### config.mk
export PLATFORM = sky130hd
export DESIGN_NAME = cmd_issuer
export DESIGN_NICKNAME = d
export VERILOG_FILES = /design/src/rtl/issuer_pkg.sv /design/src/rtl/cmd_scoreboard.sv /design/src/rtl/cmd_issuer.sv
export SDC_FILE = /design/constraint.sdc
export NUM_CORES = 1
export LEC_CHECK = 0
export ABC_CLOCK_PERIOD_IN_PS = 2400
export CORE_ASPECT_RATIO = 1.25
export CORE_MARGIN = 2
export CORE_UTILIZATION = 53
export DETAILED_ROUTE_END_ITERATION = 10
export PLACE_DENSITY_LB_ADDON = 0.05
export SKIP_LAST_GASP = 1
export SYNTH_ARGS = -nofsm -noshare
export SYNTH_HDL_FRONTEND = slang
export SYNTH_SLANG_ARGS = --single-unit
### constraint.sdc
create_clock -name i_clk -period 2.4 [get_ports i_clk]
set_clock_uncertainty 0.05 [all_clocks]
set_input_delay 0.36 -clock i_clk [delete_from_list [all_inputs] [get_ports i_clk]]
set_output_delay 0.36 -clock i_clk [all_outputs]
set_load 0.01 [all_outputs]
### src/rtl/issuer_pkg.sv
// Shared types and constants for the command issuer: command/instruction
// formats, scoreboard entry layout, sequencer states and small bit helpers.
package issuer_pkg;

    localparam int PROC_COUNT = 4;
    localparam int ID_W       = 8;
    localparam int OP_W       = 16;
    localparam int PROC_W     = $clog2(PROC_COUNT);

    localparam logic [PROC_W-1:0] PROC_IDX_ONE  = PROC_W'(1);
    localparam logic [PROC_W-1:0] PROC_IDX_LAST = PROC_W'(PROC_COUNT - 1);

    // Command as held in the queue; id 0 means "no dependency" in dep.
    typedef struct packed {
        logic [ID_W-1:0] id;
        logic [ID_W-1:0] dep;
        logic [OP_W-1:0] op_a;
        logic [OP_W-1:0] op_b;
        logic [OP_W-1:0] info;
    } cmd_t;

    typedef enum logic [1:0] {
        KIND_NONE = 2'd0,
        KIND_LD1  = 2'd1,
        KIND_LD2  = 2'd2,
        KIND_INFO = 2'd3
    } instr_kind_e;

    typedef struct packed {
        instr_kind_e     kind;
        logic [OP_W-1:0] data;
    } instr_t;

    // Scoreboard entry: in-flight cmd id and the processor running it.
    typedef struct packed {
        logic [ID_W-1:0]   key;
        logic [PROC_W-1:0] val;
    } entry_t;

    typedef enum logic [3:0] {
        IDLE          = 4'd0,
        CMD_GET       = 4'd1,
        CMD_CHECK     = 4'd2,
        SIMD_SELECT   = 4'd3,
        SIMD_LD1      = 4'd4,
        SIMD_LD2      = 4'd5,
        SIMD_INFO     = 4'd6,
        WAIT_ACK      = 4'd7,
        CMD_WRITEBACK = 4'd8,
        PROC_FINISH   = 4'd9,
        SEND_ACK      = 4'd10
    } state_e;

    // Index of the lowest set bit; 0 when no bit is set.
    function automatic logic [PROC_W-1:0] lowest_set(input logic [PROC_COUNT-1:0] vec);
        logic [PROC_W-1:0] pos;
        pos = {PROC_W{1'b0}};
        for (int i = PROC_COUNT - 1; i >= 0; i--) begin
            pos = vec[i] ? PROC_W'(i) : pos;
        end
        return pos;
    endfunction

    // Index of the lowest clear bit; 0 when every bit is set.
    function automatic logic [PROC_W-1:0] lowest_clear(input logic [PROC_COUNT-1:0] vec);
        return lowest_set(~vec);
    endfunction

    function automatic logic [PROC_COUNT-1:0] onehot(input logic [PROC_W-1:0] idx);
        logic [PROC_COUNT-1:0] v;
        v      = {PROC_COUNT{1'b0}};
        v[idx] = 1'b1;
        return v;
    endfunction

endpackage

### src/rtl/cmd_scoreboard.sv
// Scoreboard of in-flight commands: one entry per processor at most.
// Insert goes to the lowest invalid slot (dropped when full), lookup is
// combinational on a dependency id, clear invalidates one slot per call
// when it belongs to the given processor.
module cmd_scoreboard
    import issuer_pkg::*;
(
    input  logic              clk,
    input  logic              rst_n,
    input  logic              insert_en,
    input  entry_t            insert_entry,
    input  logic [ID_W-1:0]   lookup_key,
    output logic              lookup_hit,
    input  logic              clear_en,
    input  logic [PROC_W-1:0] clear_idx,
    input  logic [PROC_W-1:0] clear_val
);

    entry_t                map_r [PROC_COUNT];
    logic [PROC_COUNT-1:0] valid_r;

    logic                  free_found_s;
    logic [PROC_W-1:0]     free_idx_s;
    logic                  hit_any_s;
    logic                  clear_match_s;

    // Free-slot search and dependency match over all slots
    always_comb begin
        free_found_s = 1'b0;
        free_idx_s   = {PROC_W{1'b0}};
        hit_any_s    = 1'b0;
        for (int i = PROC_COUNT - 1; i >= 0; i--) begin
            free_found_s = free_found_s | ~valid_r[i];
            free_idx_s   = valid_r[i] ? free_idx_s : PROC_W'(i);
            hit_any_s    = hit_any_s | (valid_r[i] & (map_r[i].key == lookup_key));
        end
        lookup_hit    = hit_any_s & (lookup_key != {ID_W{1'b0}});
        clear_match_s = clear_en & valid_r[clear_idx] & (map_r[clear_idx].val == clear_val);
    end

    // Slot storage: insert into first free slot, invalidate on matching clear
    always_ff @(posedge clk or negedge rst_n) begin
        if (!rst_n) begin
            valid_r <= {PROC_COUNT{1'b0}};
            for (int i = 0; i < PROC_COUNT; i++) begin
                map_r[i] <= '0;
            end
        end else begin
            if (insert_en && free_found_s) begin
                valid_r[free_idx_s] <= 1'b1;
                map_r[free_idx_s]   <= insert_entry;
            end
            if (clear_match_s) begin
                valid_r[clear_idx] <= 1'b0;
            end
        end
    end

endmodule

### src/rtl/cmd_issuer.sv
// Dispatch stage between the command queue and the SIMD processors.
// Pops a command, checks its dependency against the in-flight scoreboard,
// then either issues it (LD1, LD2, INFO handshakes) to the lowest free
// processor or writes it back to the queue. Finished processors are
// retired first: their scoreboard entries are cleared and the finish is acked.
// Optional build macro ISSUER_PERF_CNT_EN adds o_issue_cnt / o_wb_cnt.
module cmd_issuer
    import issuer_pkg::*;
(
    input  logic                  i_clk,
    input  logic                  i_rstn,
    input  logic                  i_ack_queue,
    input  logic [PROC_COUNT-1:0] i_busy_proc,
    input  logic [PROC_COUNT-1:0] i_finish_proc,
    input  logic [PROC_COUNT-1:0] i_ack_proc,
    input  cmd_t                  i_cmd,
    output logic [PROC_COUNT-1:0] o_en_proc,
    output logic [PROC_COUNT-1:0] o_ack_proc,
    output instr_t                o_instr,
    output logic                  o_rd_queue,
    output cmd_t                  o_cmd
`ifdef ISSUER_PERF_CNT_EN
    ,
    output logic [15:0]           o_issue_cnt,
    output logic [15:0]           o_wb_cnt
`endif
);

    state_e            state_r;
    state_e            ret_state_r;
    cmd_t              cmd_r;
    logic              hit_r;
    logic [1:0]        chk_cnt_r;
    logic [PROC_W-1:0] sel_r;
    logic [PROC_W-1:0] fin_pos_r;
    logic [PROC_W-1:0] scan_idx_r;
    logic              wb_pend_r;

    logic [PROC_W-1:0] sel_s;
    logic              lookup_hit_s;
    logic              insert_en_s;
    entry_t            insert_entry_s;
    logic              clear_en_s;
    logic              issue_evt_s;
    logic              wb_evt_s;

    // Scoreboard control and handshake completion events
    always_comb begin
        sel_s          = lowest_clear(i_busy_proc);
        insert_en_s    = (state_r == SIMD_SELECT);
        insert_entry_s = '{key: cmd_r.id, val: sel_s};
        clear_en_s     = (state_r == PROC_FINISH);
        wb_evt_s       = (state_r == WAIT_ACK) & wb_pend_r & i_ack_queue;
        issue_evt_s    = (state_r == WAIT_ACK) & ~wb_pend_r & i_ack_proc[sel_r]
                         & (ret_state_r == IDLE);
    end

    cmd_scoreboard u_enq_cmds (
        .clk          (i_clk),
        .rst_n        (i_rstn),
        .insert_en    (insert_en_s),
        .insert_entry (insert_entry_s),
        .lookup_key   (cmd_r.dep),
        .lookup_hit   (lookup_hit_s),
        .clear_en     (clear_en_s),
        .clear_idx    (scan_idx_r),
        .clear_val    (fin_pos_r)
    );

    // Main sequencer: state, registered handshake outputs and captured command
    always_ff @(posedge i_clk or negedge i_rstn) begin
        if (!i_rstn) begin
            state_r     <= IDLE;
            ret_state_r <= IDLE;
            cmd_r       <= '0;
            hit_r       <= 1'b0;
            chk_cnt_r   <= 2'd0;
            sel_r       <= {PROC_W{1'b0}};
            fin_pos_r   <= {PROC_W{1'b0}};
            scan_idx_r  <= {PROC_W{1'b0}};
            wb_pend_r   <= 1'b0;
            o_en_proc   <= {PROC_COUNT{1'b0}};
            o_ack_proc  <= {PROC_COUNT{1'b0}};
            o_instr     <= '0;
            o_rd_queue  <= 1'b0;
            o_cmd       <= '0;
        end else begin
            case (state_r)
                IDLE: begin
                    // Retiring a finished processor takes priority over issuing.
                    if (|i_finish_proc) begin
                        state_r    <= PROC_FINISH;
                        fin_pos_r  <= lowest_set(i_finish_proc);
                        scan_idx_r <= {PROC_W{1'b0}};
                    end else if (~&i_busy_proc) begin
                        state_r    <= CMD_GET;
                        o_rd_queue <= 1'b1;
                    end
                end
                CMD_GET: begin
                    o_rd_queue <= 1'b0;
                    chk_cnt_r  <= 2'd0;
                    state_r    <= CMD_CHECK;
                end
                CMD_CHECK: begin
                    case (chk_cnt_r)
                        2'd0: begin
                            cmd_r     <= i_cmd;
                            chk_cnt_r <= 2'd1;
                        end
                        2'd1: begin
                            hit_r     <= lookup_hit_s;
                            chk_cnt_r <= 2'd2;
                        end
                        default: begin
                            chk_cnt_r <= 2'd0;
                            if (hit_r) begin
                                state_r <= CMD_WRITEBACK;
                                o_cmd   <= cmd_r;
                            end else begin
                                state_r <= SIMD_SELECT;
                            end
                        end
                    endcase
                end
                SIMD_SELECT: begin
                    sel_r     <= sel_s;
                    o_en_proc <= onehot(sel_s);
                    o_instr   <= '{kind: KIND_LD1, data: cmd_r.op_a};
                    state_r   <= SIMD_LD1;
                end
                SIMD_LD1: begin
                    ret_state_r <= SIMD_LD2;
                    state_r     <= WAIT_ACK;
                end
                SIMD_LD2: begin
                    ret_state_r <= SIMD_INFO;
                    state_r     <= WAIT_ACK;
                end
                SIMD_INFO: begin
                    ret_state_r <= IDLE;
                    state_r     <= WAIT_ACK;
                end
                CMD_WRITEBACK: begin
                    wb_pend_r   <= 1'b1;
                    ret_state_r <= IDLE;
                    state_r     <= WAIT_ACK;
                end
                WAIT_ACK: begin
                    if (wb_pend_r) begin
                        if (i_ack_queue) begin
                            wb_pend_r <= 1'b0;
                            o_cmd     <= '0;
                            state_r   <= IDLE;
                        end
                    end else if (i_ack_proc[sel_r]) begin
                        state_r <= ret_state_r;
                        case (ret_state_r)
                            SIMD_LD2:  o_instr <= '{kind: KIND_LD2, data: cmd_r.op_b};
                            SIMD_INFO: o_instr <= '{kind: KIND_INFO, data: cmd_r.info};
                            default: begin
                                o_instr   <= '0;
                                o_en_proc <= {PROC_COUNT{1'b0}};
                            end
                        endcase
                    end
                end
                PROC_FINISH: begin
                    // One scoreboard slot examined per cycle.
                    scan_idx_r <= scan_idx_r + PROC_IDX_ONE;
                    if (scan_idx_r == PROC_IDX_LAST) begin
                        o_ack_proc <= onehot(fin_pos_r);
                        state_r    <= SEND_ACK;
                    end
                end
                SEND_ACK: begin
                    if (!i_finish_proc[fin_pos_r]) begin
                        o_ack_proc <= {PROC_COUNT{1'b0}};
                        state_r    <= IDLE;
                    end
                end
                default: begin
                    state_r    <= IDLE;
                    o_en_proc  <= {PROC_COUNT{1'b0}};
                    o_ack_proc <= {PROC_COUNT{1'b0}};
                    o_instr    <= '0;
                    o_rd_queue <= 1'b0;
                    o_cmd      <= '0;
                end
            endcase
        end
    end

`ifdef ISSUER_PERF_CNT_EN
    // Wrapping counters of completed issues and accepted writebacks
    always_ff @(posedge i_clk or negedge i_rstn) begin
        if (!i_rstn) begin
            o_issue_cnt <= 16'd0;
            o_wb_cnt    <= 16'd0;
        end else begin
            if (issue_evt_s) begin
                o_issue_cnt <= o_issue_cnt + 16'd1;
            end
            if (wb_evt_s) begin
                o_wb_cnt <= o_wb_cnt + 16'd1;
            end
        end
    end
`else
    logic unused_evt_s;
    assign unused_evt_s = issue_evt_s ^ wb_evt_s;
`endif

endmodule

==> metrics.csv, run 1 <==
stage;metric;value;unit
pwr;PD cells;1470;nW/um2
final_layout;Inserted Diodes;0;
drt;overall routed net length;25300;um
final_layout;Final nets;1113;
final_layout;most common cell after layout, fill and taps aside;dfrtp_1;
pwr;Leakage;5.51;nW
drt;Via density;5.54;
final_layout;Post-Route Utilization;70.8;%
cts;CTS tree;built;
final_layout;layout cells sized above 1;18.0;%
critical_path;Worst R2R Start;state_r[0];
grt;GRT overflow;0;
cts;Post-CTS Setup Bufs;0;
flow_run;Max-Cap Viols;0;
synthesis;Avg Cell Area, Syn;11.6;um2
grt;initial antenna violation count;0;
drt;number of remaining DRC errors;0;
synthesis;Async SR Flop Fraction;100;%
die;Initial Util;54.2;%
critical_path;Critical Path Source Type;flop;
cts;htree depth;1;
timing;Final Hold Vio Count;0;
critical_path;Req. time, crit path;2.75;ns
drt;WL/cell;19.8;um
cts;maximum clock path buffer count;3;
drt;Vias;7062;
grt;Total GRT Usage;25.8;%
synthesis;syn nets;931;
critical_path;CP Capture Type;flop;
drt;number of DRC markers in iteration 0;425;
timing;fin crit share;93.1;%
synthesis;synth unique cells;55;
pwr;VDD IR max;862;uV
critical_path;r2r endpoint;u_enq_cmds.map_r[35];
synthesis;post-synthesis register bit count;216;
final_layout;area growth from synthesis to layout;30.7;%
critical_path;Crit Path Category;reg2reg;
timing;FMAX;0.448;GHz
timing;relative slew slack;54.0;%
timing;Final Setup Violations;0;
die;Core Rows;55;
timing;Slew Limit Fails;0;
critical_path;Reg2Reg Setup Slack;0.17;ns
final_layout;commonest cells after routing, fill and taps aside;dfrtp_1 (216), clkdlybuf4s50_1 (168), nand2_1 (97);
min_path;hold crit path type;in2async;
synthesis;Ys Warns;0;
synthesis;Yosys top cell by area;dfrtp_1;
timing;Worst Tran Pin Value;0.689;ns
synthesis;number of synthesized flops with an enable pin;0;
critical_path;crit path max fanout;15;
pwr;total power draw;18.8;mW
die;Die ar.;19600;um2
grt;vias in the first global route;7515;
synthesis;synth top area cells;dfrtp_1 (55%), mux2_2 (11%), mux2i_1 (6.7%), nand2_1 (3.7%), inv_1 (2.9%);
synthesis;Synth top area share;55.2;%
synthesis;Syn Std Cell Area;9800;um2
critical_path;R2R cell count;5;
cts;insertion delay to the later sink of the worst-skew pair;0.52;ns
synthesis;Synth Instances;848;
critical_path;CP Data Arrival Time;2.58;ns
cts;CTS clk-pin slew, worst paths;0.06;ns
place;gpl congestion;0.887;
cts;Clock Sinks;216;
drt;final antenna-violating net count;0;
cts;number of CTS-inserted buffers;23;
timing;final hold slack;0.373;ns
drt;Pre-antenna DRT Iters;5;
die;IO Pins;170;
place;HPWL after DPL;17600;um
outcome;status;finished, final reports clean;
synthesis;ys flop type;dfrtp_1;
cts;clk root buf;clkbuf_16;
grt;largest net degree at the start of global routing;69;
place;PortBufs;169;
die;Die Y;156;um
timing;unrepaired setup endpoints after global routing;no;
die;die width;126;um
grt;global-route wire length before repair;40000;um
timing;Period minus WS final;2.23;ns
final_layout;Fill cells;1321;
synthesis;sequential fraction of the synthesis area;55.2;%
die;Core Region;18100;um2
==> synthesized netlist by cell type, drive strengths merged, types with 2 or more instances <==
master,count
a31oi,3
nand4,7
mux2i,66
a21oi,38
a22o,8
nor2,34
nor3,9
nand2b,4
o21ai,22
ha,4
dfrtp,216
nor4,9
mux2,99
nor3b,3
inv,75
o2bb2ai,2
o31ai,2
clkbuf,31
a222oi,11
o21a,2
mux4,5
xnor2,5
a22oi,5
xor2,29
and2,4
o32ai,2
buf,21
a32o,3
nand2,97
nand3,6
and3,3
nor2b,9
==> per-layer routing <==
metal	track usage, %	routed length [um]	vias up
met5	0	0	-
met4	9.84	791	0
met3	5.90	1550	54
met2	46.0	13100	215
met1	30.5	9860	3517
li1	-	-	3276
==> where the power goes <==
part / internal (mW) / switching, mW / leakage (nW)
sequential: 5.39 / 1.61 / 2.76
clock: 2.54 / 1.50 / 0.425
combinational: 4.09 / 3.64 / 2.32
total: 12.0 / 6.76 / 5.51
==> state kept, by name, summed over array words and instances, names as in the netlist, 3 cells and up <==
register,cells
cmd_r,64
state_r,4
o_instr,18
o_cmd,64
u_enq_cmds.valid_r,4
o_en_proc,4
o_ack_proc,4
u_enq_cmds.map_r,40
ret_state_r,3
==> timing repair <==
item | CTS | global route
setup endpoints to repair | 0 | 0
gates resized for setup | 0 | 0
hold buffers | 1 | 0
endpoints found under the hold margin | 64 | 0
==> kinds of logic (layout without fill, tap and decap cells) <==
kind of cell / Yosys count / count (layout) / synth area share [%]
DFF: 216 / 216 / 55.2
and+or+nand+nor: 189 / 189 / 9.03
muxes: 170 / 170 / 19.3
buffers and inverters: 127 / 326 / 5.60
AOI/OAI and AO/OA: 108 / 108 / 7.37
xor gates and xnor gates: 34 / 34 / 3.04
adders and majority gates: 4 / 4 / 0.511
==> through the flow <==
step                      worst slack, ns  TNS [ns]  instances  area (um2)
after global routing              0.00301         0       1275       12800
after floorplan                     0.261         0        848        9800
after CTS                           0.167         0       1275       12800
after global placement             -0.125    -0.371       1232       11900
final                               0.166         0       1275       12800
after detailed placement           -0.166    -0.493       1232       11900
==> final cells by class <==
type,instances,area [um2],area share [%]
clock buffer,29,638,4.98
clock inverter,13,235,1.84
inverter,75,282,2.20
multi-input combinational,505,3870,30.3
sequential,216,5410,42.2
tap,228,285,2.23
timing repair buffer,209,2090,16.3
==> worst max-delay path, cell delays in order (launching register included) <==
cell	delay, ns
dfrtp_1	0.64
nand2_1	0.20
nor3_4	0.22
buf_4	0.19
nand2b_1	0.38
mux2_2	0.43
==> worst max path at each step <==
stage                      endpoint             start  cells past startpoint  slack [ns]
5_1_grt        u_enq_cmds.map_r[32]        state_r[0]                      5       0.003
3_3_place_gp             state_r[2]  i_finish_proc[2]                      6       -0.12
3_5_place_dp             state_r[1]  i_finish_proc[2]                      6       -0.17
6_report       u_enq_cmds.map_r[35]        state_r[0]                      5        0.17
2_1_floorplan             cmd_r[10]        state_r[3]                      5        0.26
4_1_cts        u_enq_cmds.map_r[35]        state_r[0]                      5        0.17
Note: power is estimated with default switching activity, not from simulation.
==> run 2, diff against run 1 <==
--- a/config.mk
+++ b/config.mk
@@ -8,7 +8,7 @@
 export ABC_CLOCK_PERIOD_IN_PS = 2400
 export CORE_ASPECT_RATIO = 1.25
 export CORE_MARGIN = 2
-export CORE_UTILIZATION = 53
+export CORE_UTILIZATION = 45
 export DETAILED_ROUTE_END_ITERATION = 10
 export PLACE_DENSITY_LB_ADDON = 0.05
 export SKIP_LAST_GASP = 1
==> constraint.sdc (replaced) <==
create_clock -name i_clk -period 2.4 [get_ports i_clk]
set_clock_uncertainty 0.05 [all_clocks]
set_input_delay 0.24 -clock i_clk [delete_from_list [all_inputs] [get_ports i_clk]]
set_output_delay 0.24 -clock i_clk [all_outputs]
set_load 0.01 [all_outputs]
==> metrics.csv, run 2 (same netlist as run 1, synthesis figures left out) <==
stage;metric;value;unit;change
outcome;status;finished, final reports clean;;
place;HPWL after DPL;17400;um;-1.1%
drt;Pre-antenna DRT Iters;5;;unchanged
critical_path;Crit Path Category;reg2reg;;
grt;global-route wire length before repair;39300;um;-1.7%
grt;GRT overflow;0;;unchanged
die;IO Pins;170;;unchanged
cts;clk root buf;clkbuf_16;;
drt;Top Layer Used;met5;;
final_layout;layout cells sized above 1;18.8;%;+0.79 points
cts;htree depth;1;;unchanged
cts;Clock Sinks;216;;unchanged
cts;CTS tree;built;;
cts;maximum clock path buffer count;3;;unchanged
final_layout;Largest regs;cmd_r x64, o_cmd x64, u_enq_cmds.map_r x40;;
critical_path;crit path max fanout;11;;-4
final_layout;most common cell after layout, fill and taps aside;dfrtp_1;;
pwr;total power draw;18.7;mW;-0.52%
cts;CTS clk-pin slew, worst paths;0.06;ns;about the same
place;Setup WS pre-CTS;-0.0732;ns;+0.0924 ns
drt;WL met2;13000;um;-0.66%
timing;FMAX;0.454;GHz;+1.4%
drt;number of DRC markers in iteration 0;324;;-24%
final_layout;Inserted Diodes;0;;unchanged
timing;Final Setup Violations;0;;unchanged
drt;Vias;6965;;-1.4%
final_layout;commonest cells after routing, fill and taps aside;dfrtp_1 (216), clkdlybuf4s50_1 (168), nand2_1 (97);;
final_layout;Fill cells;1842;;+39%
cts;insertion delay to the later sink of the worst-skew pair;0.52;ns;about the same
timing;Worst Tran Pin Value;0.578;ns;-0.112 ns
drt;met3 routed WL;1530;um;-1.4%
drt;number of remaining DRC errors;0;;unchanged
die;Core Region;21500;um2;+19%
timing;Final Hold Vio Count;0;;unchanged
timing;fin crit share;91.8;%;-1.3 points
cts;Post-CTS Setup Bufs;0;;unchanged
critical_path;Req. time, crit path;2.78;ns;+0.03 ns
die;die width;136;um;+8.3%
die;Initial Util;45.6;%;-8.5 points
die;Die ar.;23000;um2;+17%
timing;Setup WS post-layout;0.198;ns;+0.0314 ns
final_layout;Post-Route Utilization;60.2;%;-11 points
final_layout;multi-input logic area;3870;um2;unchanged
pwr;Leakage;5.54;nW;+0.63%
drt;final antenna-violating net count;0;;unchanged
die;Core Rows;60;;+9.1%
die;Die Y;169;um;+8.3%
timing;relative slew slack;61.5;%;+7.5 points
critical_path;CP Data Arrival Time;2.58;ns;about the same
grt;vias in the first global route;7268;;-3.3%
final_layout;area growth from synthesis to layout;31.9;%;
grt;largest net degree at the start of global routing;71;;+2.9%
critical_path;CP Capture Type;flop;;
drt;Via density;5.22;;-5.8%
pwr;PD cells;1450;nW/um2;-1.4%
drt;DRT met1 WL;9770;um;-0.96%
timing;unrepaired setup endpoints after global routing;no;;
drt;overall routed net length;24800;um;-2.0%
drt;WL/cell;18.6;um;-6.4%
critical_path;Critical Path Source Type;flop;;
place;gpl congestion;0.868;;-2.1%
min_path;hold crit path type;in2async;;
critical_path;R2R cell count;5;;unchanged
timing;Slew Limit Fails;0;;unchanged
timing;Period minus WS final;2.20;ns;-0.0314 ns
flow_run;Max-Cap Viols;0;;unchanged
final_layout;Final nets;1123;;+0.90%
cts;number of CTS-inserted buffers;24;;+4.3%
grt;Total GRT Usage;22.0;%;-3.8 points
final_layout;Reg area;5410;um2;unchanged
grt;initial antenna violation count;1;;+1
pwr;VDD IR max;768;uV;-11%
place;PortBufs;169;;unchanged
## run 2: cell count changes in the layout (fill, tap and decap cells not counted), sizes merged
cell      before  now
buf           39   49
clkinv         4    6
bufinv         6    1
clkbuf        30   34
clkinvlp       2    1
inv           76   75
## run 2: stage by stage
| step | std cells | TNS (ns) | instance area, um2 | hold WS (ns) |
|---|---|---|---|---|
| after CTS | 1335 | 0 | 12900 | 0.187 |
| after global placement | 1292 | -0.148 | 12100 | 0.132 |
| after detailed placement | 1292 | -0.210 | 12100 | 0.133 |
| after floorplan | 848 | 0 | 9800 | -0.106 |
| after global routing | 1335 | 0 | 12900 | 0.201 |
| final | 1335 | 0 | 12900 | 0.190 |
## run 2: path summary, 6_finish.rpt
check                                          start                    to  slack [ns]
worst max-delay path                      state_r[3]            o_instr[3]        0.20
worst min-delay path                          i_rstn  u_enq_cmds.map_r[29]        0.19
worst max register to register            state_r[3]            o_instr[3]        0.20
worst min register to register  u_enq_cmds.map_r[11]  u_enq_cmds.map_r[11]        0.43
max in group asynchronous                     i_rstn             cmd_r[63]        1.37
min in group i_clk                         i_cmd[50]             cmd_r[50]        0.28
## run 2: area by class of cell
class                           count  share of cell area (%)
Multi-Input combinational cell    505                    30.0
Inverter                           75                    2.18
Clock inverter                      8                   0.552
Timing Repair Buffer              218                    17.1
Tap cell                          279                    2.70
Clock buffer                       34                    5.72
Sequential cell                   216                    41.8
## run 2: worst max-delay path: stages, from the launching register on
cell and delay [ns]:
dfrtp_1 0.43, nor2b_1 0.44, and3_1 0.30, and2_1 0.52, a222oi_1 0.18, a21oi_1 0.21
## run 2: power by group
group	internal [mW]	switching (mW)
clock	2.24	1.47
sequential	5.39	1.54
combinational	4.37	3.68
total	12.0	6.69
## run 2: what timing repair did
action,in CTS,in global routing
hold buffers,1,0
resized for setup,0,0
endpoints found under the hold margin,45,0
## run 2: metal layers
metal / vias to the layer above / global-route usage (%)
met5: - / 0
met4: 2 / 5.48
met3: 36 / 5.66
met2: 149 / 39.7
met1: 3488 / 26.1
li1: 3290 / -
==> run 3, diff against run 2 <==
--- a/config.mk
+++ b/config.mk
@@ -6,6 +6,7 @@
 export NUM_CORES = 1
 export LEC_CHECK = 0
 export ABC_CLOCK_PERIOD_IN_PS = 2400
+export CAP_MARGIN = 0
 export CORE_ASPECT_RATIO = 1.25
 export CORE_MARGIN = 2
 export CORE_UTILIZATION = 45
==> results of run 3 <==
No change in the layout: final DEF, timing and power equal those of run 2.
